**src/rtl/spi_pkg.sv**
```systemverilog
// Shared SPI link definitions: FSM state encoding, frame geometry and an address helper.
// Latency: none (types and constants only).
// Backpressure: not applicable.
package spi_pkg;

    typedef enum logic [2:0] {
        ST_IDLE,
        ST_CMD,
        ST_WDATA,
        ST_RDATA,
        ST_WAIT_CS
    } state_t;

    localparam int FRAME_W = 16;
    localparam int CMD_W   = 8;
    localparam int DATA_W  = 8;
    localparam int RW_BIT  = 15;
    localparam int ADDR_W  = 7;

    // R/W position inside the command byte once it has been shifted in
    localparam int RW_CMD_BIT = RW_BIT - (FRAME_W - CMD_W);

    // True when a 7-bit frame address lands inside a register file of 'depth' entries
    function automatic logic addr_in_range(input logic [ADDR_W-1:0] addr, input int depth);
        return int'(addr) < depth;
    endfunction

endpackage

```
**src/rtl/spi_slave_half_duplex_if.sv**
```systemverilog
// Pin/bus bundle between the half-duplex SPI slave and its environment.
// Latency: none (wiring only).
// Backpressure: none; SPI timing is set entirely by the master.
interface spi_slave_half_duplex_if;
    import spi_pkg::*;

    logic              sclk;
    logic              cs_n;
    logic              sdio_in;
    logic              sdio_out;
    logic              sdio_oe;
    logic              wr_valid;
    logic [ADDR_W-1:0] wr_addr;
    logic [DATA_W-1:0] wr_data;
    logic              frame_err;
    logic              busy;

    modport slave (
        input  sclk, cs_n, sdio_in,
        output sdio_out, sdio_oe, wr_valid, wr_addr, wr_data, frame_err, busy
    );

    modport master (
        output sclk, cs_n, sdio_in,
        input  sdio_out, sdio_oe, wr_valid, wr_addr, wr_data, frame_err, busy
    );

endinterface

```
**src/rtl/spi_slave_half_duplex_sync_edge.sv**
```systemverilog
// Multi-flop synchroniser, plus a variant that also flags rising/falling edges.
// Latency: STAGES clk to the synchronised level, edges flagged in the same clk the level changes.
// Backpressure: none; sampled continuously.
module spi_sync #(
    parameter int STAGES = 2
) (
    input  logic clk,
    input  logic rst,
    input  logic d,
    output logic q
);
    logic [STAGES-1:0] ff;

    // Shift the asynchronous input through the synchroniser chain
    always_ff @(posedge clk or posedge rst) begin
        if (rst) begin
            ff <= '0;
        end else begin
            ff[0] <= d;
            for (int i = 1; i < STAGES; i++) begin
                ff[i] <= ff[i-1];
            end
        end
    end

    assign q = ff[STAGES-1];
endmodule

module spi_sync_edge #(
    parameter int STAGES = 2
) (
    input  logic clk,
    input  logic rst,
    input  logic d,
    output logic rise,
    output logic fall
);
    logic q;
    logic q_prev;

    spi_sync #(.STAGES(STAGES)) u_sync (
        .clk (clk),
        .rst (rst),
        .d   (d),
        .q   (q)
    );

    // Remember the previous synchronised level for edge comparison.
    // Resetting to 0 means a chip select that is already low when reset
    // releases never looks like a falling edge.
    always_ff @(posedge clk or posedge rst) begin
        if (rst) begin
            q_prev <= 1'b0;
        end else begin
            q_prev <= q;
        end
    end

    assign rise = q & ~q_prev;
    assign fall = ~q & q_prev;
endmodule

```
**src/rtl/spi_slave_half_duplex.sv**
```systemverilog
// SPI mode-0 half-duplex responder with a byte-wide register file, oversampled in clk.
// Latency: SYNC_STAGES+1 clk from a pin edge to the FSM reacting; wr_valid one clk after the last data bit is seen.
// Backpressure: none; the master paces frames and the slave must keep up (SCLK half-period >= 4 clk).
module spi_slave_half_duplex
    import spi_pkg::*;
#(
    parameter int DEPTH       = 16,
    parameter int SYNC_STAGES = 2
) (
    input  logic                   clk,
    input  logic                   rst,
    spi_slave_half_duplex_if.slave bus
);
    localparam int IDX_W = (DEPTH > 1) ? $clog2(DEPTH) : 1;

    logic sclk_rise, sclk_fall;
    logic cs_rise, cs_fall;
    logic sdio_s;

    spi_sync_edge #(.STAGES(SYNC_STAGES)) u_sclk (
        .clk  (clk),
        .rst  (rst),
        .d    (bus.sclk),
        .rise (sclk_rise),
        .fall (sclk_fall)
    );

    spi_sync_edge #(.STAGES(SYNC_STAGES)) u_cs (
        .clk  (clk),
        .rst  (rst),
        .d    (bus.cs_n),
        .rise (cs_rise),
        .fall (cs_fall)
    );

    // Same depth as the sclk path, so data and its sampling edge stay aligned
    spi_sync #(.STAGES(SYNC_STAGES)) u_sdio (
        .clk (clk),
        .rst (rst),
        .d   (bus.sdio_in),
        .q   (sdio_s)
    );

    state_t              state;
    logic [2:0]          bit_cnt;
    logic [3:0]          rd_cnt;
    logic [CMD_W-2:0]    cmd_sh;
    logic [DATA_W-2:0]   data_sh;
    logic [DATA_W-1:0]   rd_sh;
    logic [ADDR_W-1:0]   addr_r;
    logic [DATA_W-1:0]   regs [DEPTH];

    logic                sdio_out_r;
    logic                oe_r;
    logic                wr_valid_r;
    logic [ADDR_W-1:0]   wr_addr_r;
    logic [DATA_W-1:0]   wr_data_r;
    logic                frame_err_r;
    logic                busy_r;

    logic [CMD_W-1:0]    cmd_next;
    logic [DATA_W-1:0]   data_next;

    assign cmd_next  = {cmd_sh, sdio_s};
    assign data_next = {data_sh, sdio_s};

    // Frame FSM, register file and all registered outputs
    always_ff @(posedge clk or posedge rst) begin
        if (rst) begin
            state       <= ST_IDLE;
            bit_cnt     <= '0;
            rd_cnt      <= '0;
            cmd_sh      <= '0;
            data_sh     <= '0;
            rd_sh       <= '0;
            addr_r      <= '0;
            sdio_out_r  <= 1'b0;
            oe_r        <= 1'b0;
            wr_valid_r  <= 1'b0;
            wr_addr_r   <= '0;
            wr_data_r   <= '0;
            frame_err_r <= 1'b0;
            busy_r      <= 1'b0;
            for (int i = 0; i < DEPTH; i++) begin
                regs[i] <= '0;
            end
        end else begin
            wr_valid_r  <= 1'b0;
            frame_err_r <= 1'b0;

            if (cs_rise && (state == ST_CMD || state == ST_WDATA || state == ST_RDATA)) begin
                // Chip select lost mid-frame: drop everything, release the line
                state       <= ST_IDLE;
                busy_r      <= 1'b0;
                oe_r        <= 1'b0;
                sdio_out_r  <= 1'b0;
                frame_err_r <= 1'b1;
            end else begin
                case (state)
                    ST_IDLE: begin
                        if (cs_fall) begin
                            state   <= ST_CMD;
                            bit_cnt <= '0;
                            busy_r  <= 1'b1;
                        end
                    end

                    ST_CMD: begin
                        if (sclk_rise) begin
                            cmd_sh  <= cmd_next[CMD_W-2:0];
                            bit_cnt <= bit_cnt + 3'd1;
                            if (bit_cnt == 3'd7) begin
                                addr_r <= cmd_next[ADDR_W-1:0];
                                if (cmd_next[RW_CMD_BIT]) begin
                                    state  <= ST_RDATA;
                                    rd_cnt <= '0;
                                    rd_sh  <= addr_in_range(cmd_next[ADDR_W-1:0], DEPTH)
                                              ? regs[cmd_next[IDX_W-1:0]] : '0;
                                end else begin
                                    state <= ST_WDATA;
                                end
                            end
                        end
                    end

                    ST_WDATA: begin
                        if (sclk_rise) begin
                            data_sh <= data_next[DATA_W-2:0];
                            bit_cnt <= bit_cnt + 3'd1;
                            if (bit_cnt == 3'd7) begin
                                state <= ST_WAIT_CS;
                                if (addr_in_range(addr_r, DEPTH)) begin
                                    regs[addr_r[IDX_W-1:0]] <= data_next;
                                    wr_valid_r <= 1'b1;
                                    wr_addr_r  <= addr_r;
                                    wr_data_r  <= data_next;
                                end
                            end
                        end
                    end

                    ST_RDATA: begin
                        if (sclk_fall) begin
                            if (rd_cnt < 4'd8) begin
                                oe_r       <= 1'b1;
                                sdio_out_r <= rd_sh[DATA_W-1];
                                rd_sh      <= {rd_sh[DATA_W-2:0], 1'b0};
                                rd_cnt     <= rd_cnt + 4'd1;
                            end else begin
                                // Bit 0 has been held through its rising edge: hand the line back
                                oe_r       <= 1'b0;
                                sdio_out_r <= 1'b0;
                                state      <= ST_WAIT_CS;
                            end
                        end
                    end

                    ST_WAIT_CS: begin
                        if (cs_rise) begin
                            state  <= ST_IDLE;
                            busy_r <= 1'b0;
                        end
                    end

                    default: begin
                        state  <= ST_IDLE;
                        busy_r <= 1'b0;
                        oe_r   <= 1'b0;
                    end
                endcase
            end
        end
    end

    // Gate the enable with the abort edge so the line is released in the detecting clk
    assign bus.sdio_oe   = oe_r & ~cs_rise;
    assign bus.sdio_out  = sdio_out_r;
    assign bus.wr_valid  = wr_valid_r;
    assign bus.wr_addr   = wr_addr_r;
    assign bus.wr_data   = wr_data_r;
    assign bus.frame_err = frame_err_r;
    assign bus.busy      = busy_r;

endmodule

```
**src/flat_wrapper.sv**
```systemverilog
// flat-port wrapper written by rule: the top's interface ports become plain ports
module spi_slave_half_duplex_flat import spi_pkg::*;
#(
    parameter int DEPTH       = 16,
    parameter int SYNC_STAGES = 2
)
  (clk, rst, bus_sclk, bus_cs_n, bus_sdio_in, bus_sdio_out, bus_sdio_oe, bus_wr_valid, bus_wr_addr, bus_wr_data, bus_frame_err, bus_busy);
  spi_slave_half_duplex_if bus_i ();
  input  logic clk;
  input  logic rst;
  input wire logic [$bits(bus_i.sclk)-1:0] bus_sclk;
  input wire logic [$bits(bus_i.cs_n)-1:0] bus_cs_n;
  input wire logic [$bits(bus_i.sdio_in)-1:0] bus_sdio_in;
  output wire logic [$bits(bus_i.sdio_out)-1:0] bus_sdio_out;
  output wire logic [$bits(bus_i.sdio_oe)-1:0] bus_sdio_oe;
  output wire logic [$bits(bus_i.wr_valid)-1:0] bus_wr_valid;
  output wire logic [$bits(bus_i.wr_addr)-1:0] bus_wr_addr;
  output wire logic [$bits(bus_i.wr_data)-1:0] bus_wr_data;
  output wire logic [$bits(bus_i.frame_err)-1:0] bus_frame_err;
  output wire logic [$bits(bus_i.busy)-1:0] bus_busy;
  assign bus_i.sclk = bus_sclk;
  assign bus_i.cs_n = bus_cs_n;
  assign bus_i.sdio_in = bus_sdio_in;
  assign bus_sdio_out = bus_i.sdio_out;
  assign bus_sdio_oe = bus_i.sdio_oe;
  assign bus_wr_valid = bus_i.wr_valid;
  assign bus_wr_addr = bus_i.wr_addr;
  assign bus_wr_data = bus_i.wr_data;
  assign bus_frame_err = bus_i.frame_err;
  assign bus_busy = bus_i.busy;
  spi_slave_half_duplex #(.DEPTH(DEPTH), .SYNC_STAGES(SYNC_STAGES)) u_core (.clk(clk), .rst(rst), .bus(bus_i));
endmodule
```
**config.mk**
```make
export PLATFORM = sky130hd
export DESIGN_NAME = spi_slave_half_duplex_flat
export DESIGN_NICKNAME = d
export VERILOG_FILES = /design/src/rtl/spi_pkg.sv /design/src/rtl/spi_slave_half_duplex_if.sv /design/src/rtl/spi_slave_half_duplex_sync_edge.sv /design/src/rtl/spi_slave_half_duplex.sv /design/src/flat_wrapper.sv
export SDC_FILE = /design/constraint.sdc
export NUM_CORES = 1
export LEC_CHECK = 0
export CORE_MARGIN = 2
export CORE_UTILIZATION = 45
export CTS_BUF_LIST = sky130_fd_sc_hd__clkbuf_16
export DETAILED_ROUTE_END_ITERATION = 10
export REMOVE_ABC_BUFFERS = 1
export SYNTH_ARGS = -nofsm -noshare
export SYNTH_HDL_FRONTEND = slang
export SYNTH_SLANG_ARGS = --single-unit
```
**constraint.sdc**
```tcl
create_clock -name clk -period 8.57 [get_ports clk]
set_input_delay 2.571 -clock clk [delete_from_list [all_inputs] [get_ports clk]]
set_output_delay 2.571 -clock clk [all_outputs]
set_load 0.005 [all_outputs]
```
Yosys cells after proc, flatten, opt, wreduce, memory -nomap -nowiden
Cells that the tools add are included.
{ "totals": {"register_bits": 195, "latch_bits": 0, "ramBits": 0, "rom_bits": 0, "inputBits": 5, "out_inout_bits": 20, "wordCells": 151, "memories": 0} }
{ "op_classes": {"add_sub_neg": 2, "n_mul": 0, "div": 0, "magnitude_cmp": 6, "n_eq_ne": 22, "shifts": 0, "mux": 51, "n_bitwise": 13, "reduce_logical": 22} }
{ "ops": {"columns": ["op", "count"], "rows": [
  ["128-bit bitwise mux", 1],
  ["8-bit 2-to-1 mux", 9],
  ["3-bit 2-to-1 mux", 11],
  ["8-bit binary-select mux with 4-bit select", 1],
  ["8-bit demux with 4-bit select", 1],
  ["4-bit 2-to-1 mux", 5],
  ["1-bit 2-to-1 mux", 17],
  ["8-bit one-hot mux with 2 select lines", 1],
  ["3-bit one-hot mux with 5 select lines", 1],
  ["7-bit by 5-bit < comparator with 1-bit output, second input constant", 2],
  ["2-bit by 1-bit != test with 1-bit output, second input constant", 7],
  ["5-bit greater-or-equal comparator, second input constant", 2],
  ["4-bit inverter with 5-bit output", 2],
  ["3-bit by 2-bit != test with 1-bit output, second input constant", 3],
  ["3-bit != test, second input constant", 3],
  ["3-bit AND reduction", 3],
  ["4-bit one-hot mux with 2 select lines", 1],
  ["4-bit AND reduction", 2],
  ["8-bit AND reduction", 1],
  ["2-bit nonzero test", 4],
  ["7-bit AND reduction", 1],
  ["3-bit by 2-bit == test with 1-bit output, second input constant", 2],
  ["3-bit == test, second input constant", 2],
  ["3-bit by 1-bit != test with 1-bit output, second input constant", 2],
  ["19 further kinds", 32]
]} }

Longest topological paths before layout
Gate-level depths: netlist of run 1.
{ "depth": {"ltp_word": 9, "ltp_mapped": 8, "mapped_depth_nobuf": 7} }

Hierarchy
Synthesis of run 1 repeated with hierarchy kept, for this count alone.
{ "hier_totals": {"cells_unflattened": 643, "hier_area_um2": 8907.3} }
{ "modules_own_cells": {"columns": ["module", "instances", "cells_per_inst", "area_per_inst_um2", "seq_area_each_um2"], "rows": [
  ["spi_slave_half_duplex", 1, 626, 8658.3, 4679.5],
  ["spi_sync", 3, 3, 53.8, 50.0],
  ["spi_sync_edge", 2, 4, 43.8, 25.0]
]} }

Least setup slack after synthesis of run 1
Ideal clock, no wire load.
{ "synth_timing": {"path_type": "flip-flop to output port", "startpoint": "register u_core.u_cs.q_prev", "endpoint": "output port bus_sdio_oe", "arrival_time_ps": 952, "required_ps": 5999, "path_slack_ps": 5047, "path_stages_with_launch": 4, "n_path_buf": 1, "path_cell_list": "dfrtp_1 -> nand2b_1 -> buf_2 -> and2_1"} }
{ "synth_between": {"elab_chain_cells": 4} }
{ "synth_lines": {"columns": ["item", "line", "text"], "rows": [
  ["start, declared", "spi_slave_half_duplex_sync_edge.sv:39", "logic q_prev;"],
  ["start signal, assigned", "spi_slave_half_duplex_sync_edge.sv:55", "q_prev <= q;"],
  ["1-bit inverter", "spi_slave_half_duplex_sync_edge.sv:59", "assign rise = q & ~q_prev;"],
  ["1-bit bitwise AND", "spi_slave_half_duplex_sync_edge.sv:59", null],
  ["1-bit inverter", "spi_slave_half_duplex.sv:176", "assign bus.sdio_oe = oe_r & ~cs_rise;"],
  ["1-bit bitwise AND", "spi_slave_half_duplex.sv:176", null],
  ["end, declared", "flat_wrapper.sv:15", "output wire logic [$bits(bus_i.sdio_oe)-1:0] bus_sdio_oe;"]
]} }
Every way passes these cells.

Worst setup path in the final report of run 1
Same ends and word-level chain as after synthesis.

==> summary.txt, run 1 <==
Die
  • Die W: 145 um
  • Core Rows: 51
  • Initial core utilization: 45.9%
  • I/O pin count: 25
  • Die Ht: 145 um
  • Core area: 19,500 um^2
  • Die ar.: 21,000 um^2

CTS
  • Post CTS Setup Buffer Count: 0
  • Clock transition at the registers of the reported paths: 70 ps
  • TritonCTS Buffers: 17
  • Clock tree from TritonCTS: done
  • Clk Latency, worst-skew pair: 430 ps
  • CTS sink count: 195
  • Post-CTS Hold Fix Bufs: 0
  • Maximum root-to-sink buffer count: 2
  • H-tree depth: 4
  • Clock tree root driver cell: clkbuf_16
  • CTS-repair resized insts: 0

Cells and area
  • Most frequent cells in the layout: dfrtp_1, mux2_2, mux2i_1
  • Non-filler cells, final: 953
  • Final Cell Area: 9910 um^2
  • ANT cells: 0
  • Layout Nets: 683
  • Layout cells sized above 1: 30.4%
  • Commonest non-fill, non-tap cell in the layout: dfrtp_1
  • Utilization after layout: 50.9%
  • Area added between synthesis and finish: 10.9%

Synthesis
  • Post-synth EDFFs: 0
  • Sequential-to-total area share from yosys stat: 54.6%
  • Synth Area in Simple Gates: 8.50%
  • Post-synthesis compound-gate area fraction: 6.86%
  • Post-Synthesis Cells: 673
  • Yosys Warn Count: 0
  • Largest family of logic cells by synthesized area: multiplexers
  • Most common flop cell mapped by yosys: dfrtp_1
  • Synth async-reset ratio: 100%
  • Multiplexer area fraction after synthesis: 26.8%
  • Distinct cells, synth: 54
  • Mean Syn Cell Area: 13.3 um^2
  • Syn Std Cell Area: 8940 um^2
  • XOR/XNOR share of the synthesized area: 0.0980%
  • Seq cells post-synth: 195
  • Post-Synth Adder-Cell Area: 0.532%

STA
  • Final setup violation count: 0
  • Clock Skew: 8.42 ps
  • Worst setup margin: 4000 ps
  • Final hold vios: 0
  • Peak Freq: 0.219 GHz
  • Worst-Margin Slew: 965 ps
  • Relative slew slack: 35.5%
  • RSZ-0062 raised after global routing: false
  • Pins Over Slew Limit: 0
  • Clock period minus worst slack: 4570 ps
  • Tcrit/Tclk final: 53.3%
  • Setup TNS: 0 ps
  • Hold WS: 351 ps

Route
  • Post-DRT Antenna Nets: 0
  • Total wire length: 19.7 mm
  • Starting DRT DRC Count: 353
  • First-pass DRT Iterations: 7
  • WL/cell: 20.7 um
  • Routed vias: 5,475
  • # DRC: 0
  • DR vias/cell: 5.75

Hold path
  • Hold depth: 0
  • Hold Crit Class: reg -> reg
  • Hold Crit Start: u_core.u_sdio.ff[0]
  • Worst hold endpoint: u_core.u_sdio.ff[1]

Setup path
  • Critical Path Start Type: flop
  • Critical Path Sink Type: output pin
  • Critical R2R Launch: u_core.bit_cnt[0]
  • CP required: 6000 ps
  • Register-to-register setup slack: 5450 ps
  • CP Data Arrival Time: 2000 ps
  • Reg-to-reg endpoint: u_core.regs[0]
  • Crit path max fanout: 13
  • Reg2reg path depth: 7
  • WS Path Type: reg -> out

Placement
  • # placed instances: 921
  • IO Port Bufs: 24
  • DPL Wire Length: 12.8 mm
  • Placement Cell Area: 9370 um^2
  • Routability cong.: 0.804
  • Place WS: 3970 ps

Power
  • Flop pwr share: 48.1%
  • Power Dens Cells: 234 nW/um^2
  • Peak VDD IR: 0.000168 V
  • Clk pwr share: 31.3%
  • Logic pwr share: 20.5%
  • Switching portion of total power: 33.4%
  • Static Leak: 4.69 nW
  • Psw: 776 uW
  • Total power: 2.32 mW
  • P_int: 1.55 mW

Global routing
  • Vias in the first global route: 5,571
  • First-pass GRT wire length: 31.6 mm
  • GR Overflow Total: 0
  • Total Routing Usage GR: 19.4%
  • Initial antenna violation count: 0
  • Largest net degree at the start of global routing: 141

Outcome
  • Status: finished, final reports clean

Run
  • Max-Cap Viols: 0
state kept, by name, summed over array words and instances (netlist names), 3 cells and up:
| register | cells |
|---|---|
| u_core.data_sh | 7 |
| u_core.bus.wr_data | 8 |
| u_core.cmd_sh | 7 |
| u_core.rd_sh | 8 |
| u_core.rd_cnt | 4 |
| u_core.state | 3 |
| u_core.addr_r | 7 |
| u_core.regs | 128 |
| u_core.bit_cnt | 3 |
| u_core.bus.wr_addr | 7 |
cell families after synthesis:
logic type               after synthesis
flip-flops                           195
multiplexers                         218
adder cells (fa/ha/maj)                4
XOR/XNOR                               1
AO/OA/AOI/OAI                         86
buffers and inverters                 56
AND/OR/NAND/NOR                      113
power groups by stage:
stage                     sequential (mW)  combinational (mW)  clock (mW)
after floorplan                      1.09               0.318           0
after global placement               1.13               0.466           0
after detailed placement             1.13               0.476           0
after CTS                            1.12               0.478       0.744
after global routing                 1.13               0.524       0.782
final                                1.12               0.477       0.727
cells in the mapped netlist (4+ instances only):
cell type    n  area (um^2)
dfrtp_1    195         4880
mux2_2     151         1700
mux2i_1     62          621
nand2_1     38          143
a22oi_1     30          225
clkbuf_1    26         97.6
nand3_1     12         60.1
a31oi_1     11         68.8
a21oi_1     10         50.1
and2_1      10         62.6
buf_2       10         50.1
a32oi_1      9         78.8
buf_1        9         33.8
inv_1        9         33.8
nor2b_1      8         50.1
o21ai_0      7         35.0
nand2b_1     5         31.3
nand4_1      5         31.3
nor3_1       5         25.0
and3_1       4         25.0
o31ai_1      4         30.0
worst max-delay path, cell delays in order (launching register included):
cell             delay, ps
dfrtp_1                390
nand2b_1               470
and2_1                 210
clkdlybuf4s50_1        500
metal layers:
metal,GRT usage (%),part of all wire [%]
met3,3.46,2.9
met4,5.05,1.1
met5,0,0
met1,27.6,48
met2,30.9,48
layout make-up:
class                      instances  area [um^2]
clock buffer                      17          425
clock inverter                    15          114
fill                            1700         9550
inverter                           9         41.3
multi-input combinational        422         3830
sequential                       195         4880
tap                              265          332
timing repair buffer              30          285
worst max path at each step:
| stage | startpoint | endpoint | slack, ps | cells past startpoint |
|---|---|---|---|---|
| 4_1_cts | u_core.u_cs.q_prev | bus_sdio_oe | 4010 | 3 |
| 5_1_grt | u_core.u_cs.u_sync.ff[1] | bus_sdio_oe | 3910 | 3 |
| 3_3_place_gp | rst | u_core.cmd_sh[0] | 4020 | 3 |
| 3_5_place_dp | rst | u_core.cmd_sh[0] | 3970 | 3 |
| 2_1_floorplan | rst | u_core.addr_r[0] | 690 | 1 |
| 6_report | u_core.u_cs.q_prev | bus_sdio_oe | 4000 | 3 |
No activity file was read; power rests on OpenSTA's default activity.
==> run 2, diff against run 1 <==
==> constraint.sdc (replaced) <==
create_clock -name clk -period 3.9 [get_ports clk]
set_input_delay 1.17 -clock clk [delete_from_list [all_inputs] [get_ports clk]]
set_output_delay 1.17 -clock clk [all_outputs]
set_load 0.005 [all_outputs]
==> run 2 against run 1 <==
Sequential share of layout area is 0.21 points lower. Hold slack worse by 2.7 ps. Worst setup slack worse by 3300 ps. Flip-flop and latch count stayed put. Die area stayed put. Register-to-register slack worse by 4400 ps. Combinational power is 110% higher. Largest cell class unchanged. Clock-buffer cell count stayed put. Critical path type unchanged. Non-clock buffer count is 1 lower.
==> summary.txt, run 2 (same netlist as run 1, synthesis figures left out) <==
STA
  • Final setup violation count: 0 (unchanged)
  • Final hold vios: 0 (unchanged)
  • Peak Freq: 0.312 GHz
  • Hold WS: 348 ps (was 351 ps)
  • Clock period minus worst slack: 3200 ps
  • RSZ-0062 raised after global routing: false (unchanged)
  • Worst-Margin Slew: 1340 ps (was 965 ps)
  • Pins Over Slew Limit: 0 (unchanged)
  • Setup TNS: 0 ps (unchanged)
  • Tcrit/Tclk final: 82.1%
  • Clock Skew: 8.91 ps (was 8.42 ps)
  • Relative slew slack: 10.7% (was 35.5%)

CTS
  • Clk Latency, worst-skew pair: 430 ps (about the same)
  • Maximum root-to-sink buffer count: 2 (unchanged)
  • Post-CTS Hold Fix Bufs: 0 (unchanged)
  • Clock transition at the registers of the reported paths: 70 ps (about the same)
  • Clock tree from TritonCTS: done (unchanged)
  • H-tree depth: 4 (unchanged)
  • CTS-repair resized insts: 0 (unchanged)
  • CTS sink count: 195 (unchanged)
  • TritonCTS Buffers: 17 (unchanged)
  • Post CTS Setup Buffer Count: 0 (unchanged)
  • Clock tree root driver cell: clkbuf_16 (unchanged)

Global routing
  • First-pass GRT wire length: 32.1 mm (was 31.6 mm)
  • Total Routing Usage GR: 19.6% (was 19.4%)
  • Largest net degree at the start of global routing: 83 (was 141)
  • GR Overflow Total: 0 (unchanged)
  • Initial antenna violation count: 0 (unchanged)
  • Vias in the first global route: 5,674 (was 5,571)

Route
  • DR vias/cell: 5.77 (was 5.75)
  • WL/cell: 21.0 um (was 20.7 um)
  • # DRC: 0 (unchanged)
  • Starting DRT DRC Count: 364 (was 353)
  • Routed vias: 5,488 (was 5,475)
  • Total wire length: 19.9 mm (was 19.7 mm)
  • First-pass DRT Iterations: 5 (was 7)
  • Post-DRT Antenna Nets: 0 (unchanged)

Power
  • P_int: 3.51 mW (was 1.55 mW)
  • Peak VDD IR: 0.000361 V (was 0.000168 V)
  • Logic pwr share: 19.7% (was 20.5%)
  • Switching portion of total power: 32.2% (was 33.4%)
  • Psw: 1.66 mW (was 776 uW)
  • Static Leak: 4.71 nW (was 4.69 nW)
  • Clk pwr share: 32.7% (was 31.3%)
  • Flop pwr share: 47.6% (was 48.1%)
  • Power Dens Cells: 519 nW/um^2 (was 234 nW/um^2)

Die
  • Initial core utilization: 45.9% (unchanged)
  • Core Rows: 51 (unchanged)
  • Die W: 145 um (unchanged)
  • I/O pin count: 25 (unchanged)
  • Core area: 19,500 um^2 (unchanged)
  • Die Ht: 145 um (unchanged)
  • Die ar.: 21,000 um^2 (unchanged)

Placement
  • Routability cong.: 0.800 (was 0.804)
  • IO Port Bufs: 24 (unchanged)
  • DPL Wire Length: 13.2 mm (was 12.8 mm)

Cells and area
  • ANT cells: 0 (unchanged)
  • Area added between synthesis and finish: 11.3% (was 10.9%)
  • Top reg by flops: u_core.regs (unchanged)
  • Layout Nets: 682 (was 683)
  • Layout cells sized above 1: 30.0% (was 30.4%)
  • Utilization after layout: 51.1% (was 50.9%)
  • Commonest non-fill, non-tap cell in the layout: dfrtp_1 (unchanged)
  • Max reg flops: 128 (unchanged)
  • Most frequent cells in the layout: dfrtp_1, mux2_2, mux2i_1 (unchanged)

Setup path
  • Crit path max fanout: 13 (unchanged)
  • Cell chain of the critical path: nand2b_1, and2_1, clkdlybuf4s50_1 (unchanged)
  • Critical path's slowest cell: nand2b_1 (was clkdlybuf4s50_1)
  • CP required: 2730 ps (was 6000 ps)
  • Largest stage delay, worst path: 500 ps (about the same)
  • CP Data Arrival Time: 2030 ps (was 2000 ps)
  • Critical Path Sink Type: output pin (unchanged)
  • Critical Path Start Type: flop (unchanged)
  • WS Path Type: reg -> out (unchanged)
  • Register-to-register setup slack: 1020 ps (was 5450 ps)

Outcome
  • Status: finished, final reports clean (unchanged)

Run
  • Max-Cap Viols: 0 (unchanged)

Hold path
  • Hold Crit Class: reg -> reg (unchanged)
## run 2: cell types whose count changed in the layout (fill, tap and decap cells not counted), sizes merged
cell    delta
clkinv     -4
bufinv     +2
buf        -1
inv        +1
## run 2: cell type report
cell class / count / area (um^2)
repair buffers: 29 / 303
fillers: 1722 / 9510
well taps: 265 / 332
multi-input cells: 422 / 3830
clock buffers: 17 / 425
inverters: 9 / 41.3
clock inverters: 14 / 139
flip-flops and latches: 195 / 4880
## run 2: per-layer routing
metal,vias to the layer above,routed length [um],track usage (%)
met5,-,0,0
met4,0,289,5.45
met3,22,715,3.58
met2,111,9620,31.5
met1,2864,9300,27.5
li1,2491,-,-
## run 2: worst max-delay path: cells and delay by family, from the launching register on
family,cells,cell delay [ps]
simple gates,2,710
buf+inv,1,490
flops,1,390
## run 2: power groups by stage
stage / sequential [mW] / combinational, mW / clock, mW
final: 2.46 / 1.02 / 1.69
after global routing: 2.49 / 1.11 / 1.82
after CTS: 2.46 / 1.01 / 1.73
after detailed placement: 2.50 / 1.01 / 0
after global placement: 2.49 / 0.988 / 0
after floorplan: 2.40 / 0.698 / 0
## run 2: metrics by stage
stage                     power (mW)  area, um^2  cells  setup slack (ps)
after floorplan                 3.09        8740    626             -2580
after global placement          3.47        9390    920              1040
after detailed placement        3.51        9390    920               986
after CTS                       5.20        9950    951               697
after global routing            5.42        9950    951               597
final                           5.17        9950    951               697
## run 2: worst paths after layout
| kind | depth (start not counted) | endpoint | start |
|---|---|---|---|
| worst min-delay path | 0 | u_core.u_sdio.ff[1] | u_core.u_sdio.ff[0] |
| max in group asynchronous | 3 | u_core.regs[39] | rst |
| worst min register to register | 0 | u_core.u_sdio.ff[1] | u_core.u_sdio.ff[0] |
| worst max-delay path | 3 | bus_sdio_oe | u_core.u_cs.q_prev |
| min in group asynchronous | 2 | u_core.regs[114] | rst |
| worst max register to register | 6 | u_core.regs[98] | u_core.bit_cnt[0] |
